**src/rtl/mips_pkg.sv**
```systemverilog
`default_nettype none
// +------------------------------------------------------------------+
// | Package     : mips_pkg                                           |
// | Description : Shared widths, register index constants and word/ |
// |               index typedefs for the MIPS datapath (register     |
// |               file, ALU, decode).                                |
// | Revision    : 1.0 - initial release                              |
// +------------------------------------------------------------------+
package mips_pkg;

  localparam int DATA_W   = 32;
  localparam int ADDR_W   = 5;
  localparam int NUM_REGS = 1 << ADDR_W;

  // Architectural register indices with fixed roles.
  localparam int REG_ZERO = 0;
  localparam int REG_SP   = 29;
  localparam int REG_RA   = 31;

  typedef logic [ADDR_W-1:0] reg_idx_t;
  typedef logic [DATA_W-1:0] word_t;

endpackage : mips_pkg
`default_nettype wire

```
**src/rtl/mips_reg_read_port.sv**
```systemverilog
`default_nettype none
// +------------------------------------------------------------------+
// | Module      : mips_reg_read_port                                 |
// | Description : One combinational read port of the register file.  |
// |               Forces index 0 to read as zero and, when BYPASS is |
// |               set, forwards an in-flight write to the reader.    |
// | Revision    : 1.0 - initial release                              |
// +------------------------------------------------------------------+
// | Ports                                                            |
// |   rd_addr     : register index being read                        |
// |   stored_data : value currently held at rd_addr in the array     |
// |   wr_valid    : a write is presented this cycle (reset-gated)    |
// |   wr_addr     : index of the presented write                     |
// |   wr_data     : data of the presented write                      |
// |   rd_data     : resolved read value                              |
// +------------------------------------------------------------------+
module mips_reg_read_port #(
  parameter int DATA_W = 32,
  parameter int ADDR_W = 5,
  parameter bit BYPASS = 1'b1
) (
  input  logic [ADDR_W-1:0] rd_addr,
  input  logic [DATA_W-1:0] stored_data,
  input  logic              wr_valid,
  input  logic [ADDR_W-1:0] wr_addr,
  input  logic [DATA_W-1:0] wr_data,
  output logic [DATA_W-1:0] rd_data
);

  logic rd_is_zero;
  logic bypass_hit;

  assign rd_is_zero = (rd_addr == '0);

  // A write to index 0 is dropped, so it can never be forwarded either.
  assign bypass_hit = BYPASS && wr_valid && (wr_addr != '0) && (wr_addr == rd_addr);

  always_comb begin
    rd_data = stored_data;
    if (rd_is_zero) begin
      rd_data = '0;
    end else if (bypass_hit) begin
      rd_data = wr_data;
    end
  end

endmodule : mips_reg_read_port
`default_nettype wire

```
**src/rtl/mips_reg_file.sv**
```systemverilog
`default_nettype none
// +------------------------------------------------------------------+
// | Module      : mips_reg_file                                      |
// | Description : 32-entry MIPS general-purpose register file. Two   |
// |               zero-latency read ports (rs/rt -> ALU in1/in2),    |
// |               one write port from writeback. $zero reads as 0,   |
// |               $sp resets to SP_RESET.                            |
// | Revision    : 1.0 - initial release                              |
// +------------------------------------------------------------------+
// | Ports                                                            |
// |   clk       : rising-edge clock                                  |
// |   rst       : asynchronous active-high reset                     |
// |   rd_addr_a : read port A index (rs)                             |
// |   rd_addr_b : read port B index (rt)                             |
// |   rd_data_a : port A data, feeds ALU in1                         |
// |   rd_data_b : port B data, feeds ALU in2                         |
// |   wr_en     : write enable from writeback                        |
// |   wr_addr   : write index                                        |
// |   wr_data   : write data                                         |
// |   wr_ack    : one-cycle pulse after an accepted write            |
// +------------------------------------------------------------------+
module mips_reg_file #(
  parameter int                 DATA_W   = mips_pkg::DATA_W,
  parameter int                 ADDR_W   = mips_pkg::ADDR_W,
  parameter logic [DATA_W-1:0]  SP_RESET = 'h0000_3FFC,
  parameter bit                 BYPASS   = 1'b1
) (
  input  logic              clk,
  input  logic              rst,
  input  logic [ADDR_W-1:0] rd_addr_a,
  input  logic [ADDR_W-1:0] rd_addr_b,
  output logic [DATA_W-1:0] rd_data_a,
  output logic [DATA_W-1:0] rd_data_b,
  input  logic              wr_en,
  input  logic [ADDR_W-1:0] wr_addr,
  input  logic [DATA_W-1:0] wr_data,
  output logic              wr_ack
);

  import mips_pkg::*;

  localparam int NREGS = 1 << ADDR_W;

  logic [DATA_W-1:0] regs_q [NREGS];
  logic [DATA_W-1:0] regs_d [NREGS];
  logic              wr_ack_q;
  logic              wr_ack_d;

  logic              wr_accept;
  logic              wr_valid_rd;

  assign wr_accept = wr_en && (wr_addr != ADDR_W'(REG_ZERO));

  // While reset is held the array shows its reset contents, so a write
  // presented during reset must not be forwarded to the readers.
  assign wr_valid_rd = wr_en && !rst;

  // Written as an if so that an unknown wr_en leaves state untouched
  // in simulation rather than propagating X into the array.
  always_comb begin
    regs_d   = regs_q;
    wr_ack_d = 1'b0;
    if (wr_accept) begin
      regs_d[wr_addr] = wr_data;
      wr_ack_d        = 1'b1;
    end
  end

  always_ff @(posedge clk or posedge rst) begin
    if (rst) begin
      for (int i = 0; i < NREGS; i++) begin
        regs_q[i[ADDR_W-1:0]] <= (i == REG_SP) ? SP_RESET : '0;
      end
      wr_ack_q <= 1'b0;
    end else begin
      regs_q   <= regs_d;
      wr_ack_q <= wr_ack_d;
    end
  end

  assign wr_ack = wr_ack_q;

  mips_reg_read_port #(
    .DATA_W (DATA_W),
    .ADDR_W (ADDR_W),
    .BYPASS (BYPASS)
  ) u_port_a (
    .rd_addr     (rd_addr_a),
    .stored_data (regs_q[rd_addr_a]),
    .wr_valid    (wr_valid_rd),
    .wr_addr     (wr_addr),
    .wr_data     (wr_data),
    .rd_data     (rd_data_a)
  );

  mips_reg_read_port #(
    .DATA_W (DATA_W),
    .ADDR_W (ADDR_W),
    .BYPASS (BYPASS)
  ) u_port_b (
    .rd_addr     (rd_addr_b),
    .stored_data (regs_q[rd_addr_b]),
    .wr_valid    (wr_valid_rd),
    .wr_addr     (wr_addr),
    .wr_data     (wr_data),
    .rd_data     (rd_data_b)
  );

endmodule : mips_reg_file
`default_nettype wire

```
**config.mk**
```make
export PLATFORM = sky130hd
export DESIGN_NAME = mips_reg_file
export DESIGN_NICKNAME = d
export VERILOG_FILES = /design/src/rtl/mips_pkg.sv /design/src/rtl/mips_reg_read_port.sv /design/src/rtl/mips_reg_file.sv
export SDC_FILE = /design/constraint.sdc
export NUM_CORES = 2
export LEC_CHECK = 0
export BUFFER_PORTS_ARGS = -buffer_cell sky130_fd_sc_hd__clkbuf_2
export CAP_MARGIN = 20
export CORE_ASPECT_RATIO = 2
export CORE_MARGIN = 2
export CORE_UTILIZATION = 58
export CTS_CLUSTER_DIAMETER = 120
export DETAILED_ROUTE_END_ITERATION = 10
export PLACE_DENSITY = 0.75
export SETUP_SLACK_MARGIN = 0.4
export SYNTH_ARGS = -nofsm -noshare
export SYNTH_HDL_FRONTEND = slang
export SYNTH_SLANG_ARGS = --single-unit
```
**constraint.sdc**
```tcl
create_clock -name clk -period 43.3 [get_ports clk]
set_input_delay 2.165 -clock clk [delete_from_list [all_inputs] [get_ports clk]]
set_output_delay 2.165 -clock clk [all_outputs]
set_load 0.01 [all_outputs]
```
==> run_results.csv <==
group,metric,value,unit
run_status,status,"finished clean",
setup_path,crit_family,"buffers and inverters",
timing,layout_setup_ws,33.51,ns
timing,tightest_slew,1.18,ns
place,dp_hpwl,109000,um
clock_network,cts.repair.resized,0,
timing,fin_setup_tns,0,ns
floorplan,io_pins,115,
clock_network,cts_root_buf,"clkbuf_16",
setup_path,slowest_delay,0.91,ns
timing,period_share,22.6,%
setup_path,cp_num_cells,12,
place,place_ws,33.44,ns
floorplan,rows,161,
timing,period_needed,9.79,ns
finish,final_net_count,3853,
grt,grt.total_usage,38.4,%
grt,grt_pass1_wl,274000,um
setup_path,critPathMaxFanout,101,
finish,area_growth,7.57,%
clock_network,clk_path_buf_depth,3,
yosys,synth_area_leader_cell,"dfrtp_1",
setup_path,crit_path_end_kind,"output pin",
yosys,synth_nets,3984,
pwr,powerDensity,45.8,mW/mm2
timing,max_freq,0.102,GHz
finish,stdcell_count,5102,
setup_path,cp_cell_sequence,"buf_8 -> buf_4 -> buf_4 -> buf_12 -> buf_4 -> mux2i_1 -> a221oi_1 -> a22oi_1 -> o21a_1 -> o311ai_0 -> clkdlybuf4s18_2 -> clkbuf_2",
clock_network,postCtsSetupBuffers,0,
finish,layout_commonest_cell,"mux2_2",
setup_path,timing.critical_path.mode_cell,"buf_4",
yosys,synth_ff_type,"dfrtp_1",
drt,wire_per_inst,36.8,um
hold_path,hold_depth,0,
pwr,p_total,2.76,mW
grt,overflow,0,
clock_network,clkTransAtPathRegs,0.06,ns
grt,grt_pass1_vias,39600,
setup_path,worstSetupPathType,"input pin to output pin",
floorplan,start_util,58.4,%
setup_path,critPathLaunchType,"input pin",
place,placedInstanceArea,0.0570,mm2
setup_path,rr_worst_depth,1,
setup_path,worstPathRequired,41.14,ns
timing,final_max_slew_viol_count,0,
setup_path,crit_slowest_cell,"buf_4",
yosys,yosysSeqAreaShare,45.8,%
clock_network,cts_tree,"built",
yosys,synth.area.top_cells,"dfrtp_1, mux2_2, mux4_2, mux2i_1, clkbuf_1",
floorplan,die_h,444,um
drt,dr.pass1.iters,7,
yosys,ys_types,72,
place,port_buffers,114,
flow_run,drv_cap,0,
clock_network,cts_max_level,3,
yosys,synth-edff-count,0,
floorplan,core-area,0.0961,mm2
finish,final_cell_mix,"mux2_2, dfrtp_1, mux4_2, mux2i_1, nand2_1",
setup_path,path_buf_inv,7,
drt,drtIter0Drc,4407,
pwr,ir_drop,0.0278,mV
drt,detail_route.wirelength,188000,um
finish,post-route-cell-area,0.0603,mm2
hold_path,min_path_type,"flop to flop",
yosys,synth-seq-cells,1025,
drt,antenna_left,0,
floorplan,die_area,0.0993,mm2
yosys,synth_area,0.0561,mm2
grt,grt_max_degree,185,
clock_network,cts_sinks,1025,
yosys,syn_area_per_cell,14.3,um2
clock_network,cts_hold_buf,0,
timing,grt_setup_unrepaired,"no",
clock_network,clk_latency,0.72,ns
setup_path,worst-endpoint-arrival,7.62,ns
drt,drc,0,
clock_network,cts_made_buffers,90,
finish,fin_util,62.8,%
pwr,p_leak,26.5,nW
place,gp_congestion,0.878,
timing,finalHoldViolCount,0,
finish,drive_gt1_share,48.9,%
place,dpl.cell_count,4933,
timing,finalSetupViolCount,0,
yosys,yosysWarnings,0,
drt,routed_via_density,7.53,
timing,hold_ws,0.402,ns
yosys,syn_inst,3934,
timing,finalClockSkew,0,ns
drt,vias,38400,
floorplan,die_x,224,um
yosys,async_flop_share,100,%
grt,antenna_found_initial,9,
timing,maxSlewHeadroom,21.2,%
yosys,synth_top_area_share,45.2,%
==> power by group <==
part	total (mW)	leakage [nW]	internal [mW]	switching, mW
combinational	0.581	11.8	0.332	0.249
sequential	1.28	13.1	1.14	0.141
clock	0.903	1.59	0.517	0.386
==> worst paths after layout <==
| check | slack (ns) | start | to |
|---|---|---|---|
| min in group asynchronous | 1.75 | rst | regs_q[248]$_DFFE_PP0P_ |
| max | 33.51 | rd_addr_b[0] | rd_data_b[18] |
| min | 0.40 | regs_q[1017]$_DFFE_PP0P_ | regs_q[1017]$_DFFE_PP0P_ |
| max reg2reg | 42.48 | regs_q[242]$_DFFE_PP0P_ | regs_q[242]$_DFFE_PP0P_ |
| min reg2reg | 0.40 | regs_q[1017]$_DFFE_PP0P_ | regs_q[1017]$_DFFE_PP0P_ |
| max in group asynchronous | 39.12 | rst | regs_q[289]$_DFFE_PP0P_ |
==> logic make-up after synthesis <==
kind of cell | Yosys count | synth area share, %
compound gates | 378 | 5.01
xor+xnor | 10 | 0.156
buf+inv | 447 | 3.98
flops | 1025 | 45.8
mux | 1741 | 42.2
simple gates | 333 | 2.88
==> Yosys cell counts (11+ instances only) <==
master	instances
nand2b_1	11
dfrtp_1	1013
buf_1	80
a221oi_1	85
a22oi_1	16
o221ai_1	16
o211ai_1	17
a211oi_1	19
nand2_1	121
nand3_1	18
a32oi_1	17
dfstp_2	12
clkbuf_1	212
nor2_1	85
mux2i_1	285
a31oi_1	17
buf_6	19
mux2_2	1067
a221o_1	11
o21ai_0	52
a22o_1	12
buf_4	44
nor3_1	36
mux4_2	379
buf_2	73
o22ai_1	29
a21oi_1	31
==> metal layers <==
layer	GRT usage (%)	up-vias	share of wire, %
met1	46.2	20400	34
met2	60.1	2302	47
met5	0	-	0.016
met3	9.84	820	9.7
met4	27.4	6	8.7
li1	-	14900	-
==> flip-flops by register name (all words and copies together) (netlist names) <==
register	count
regs_q	1024
wr_ack	1
==> final cells by class <==
type / count / area [um2]
fillers: 7111 / 35800
clock buffers: 124 / 2680
diodes: 5 / 12.5
multi-input cells: 2462 / 28400
clock inverters: 40 / 587
repair buffers: 217 / 1450
inverters: 7 / 33.8
well taps: 1222 / 1530
flip-flops and latches: 1025 / 25700
No activity file was read; power rests on OpenSTA's default activity.
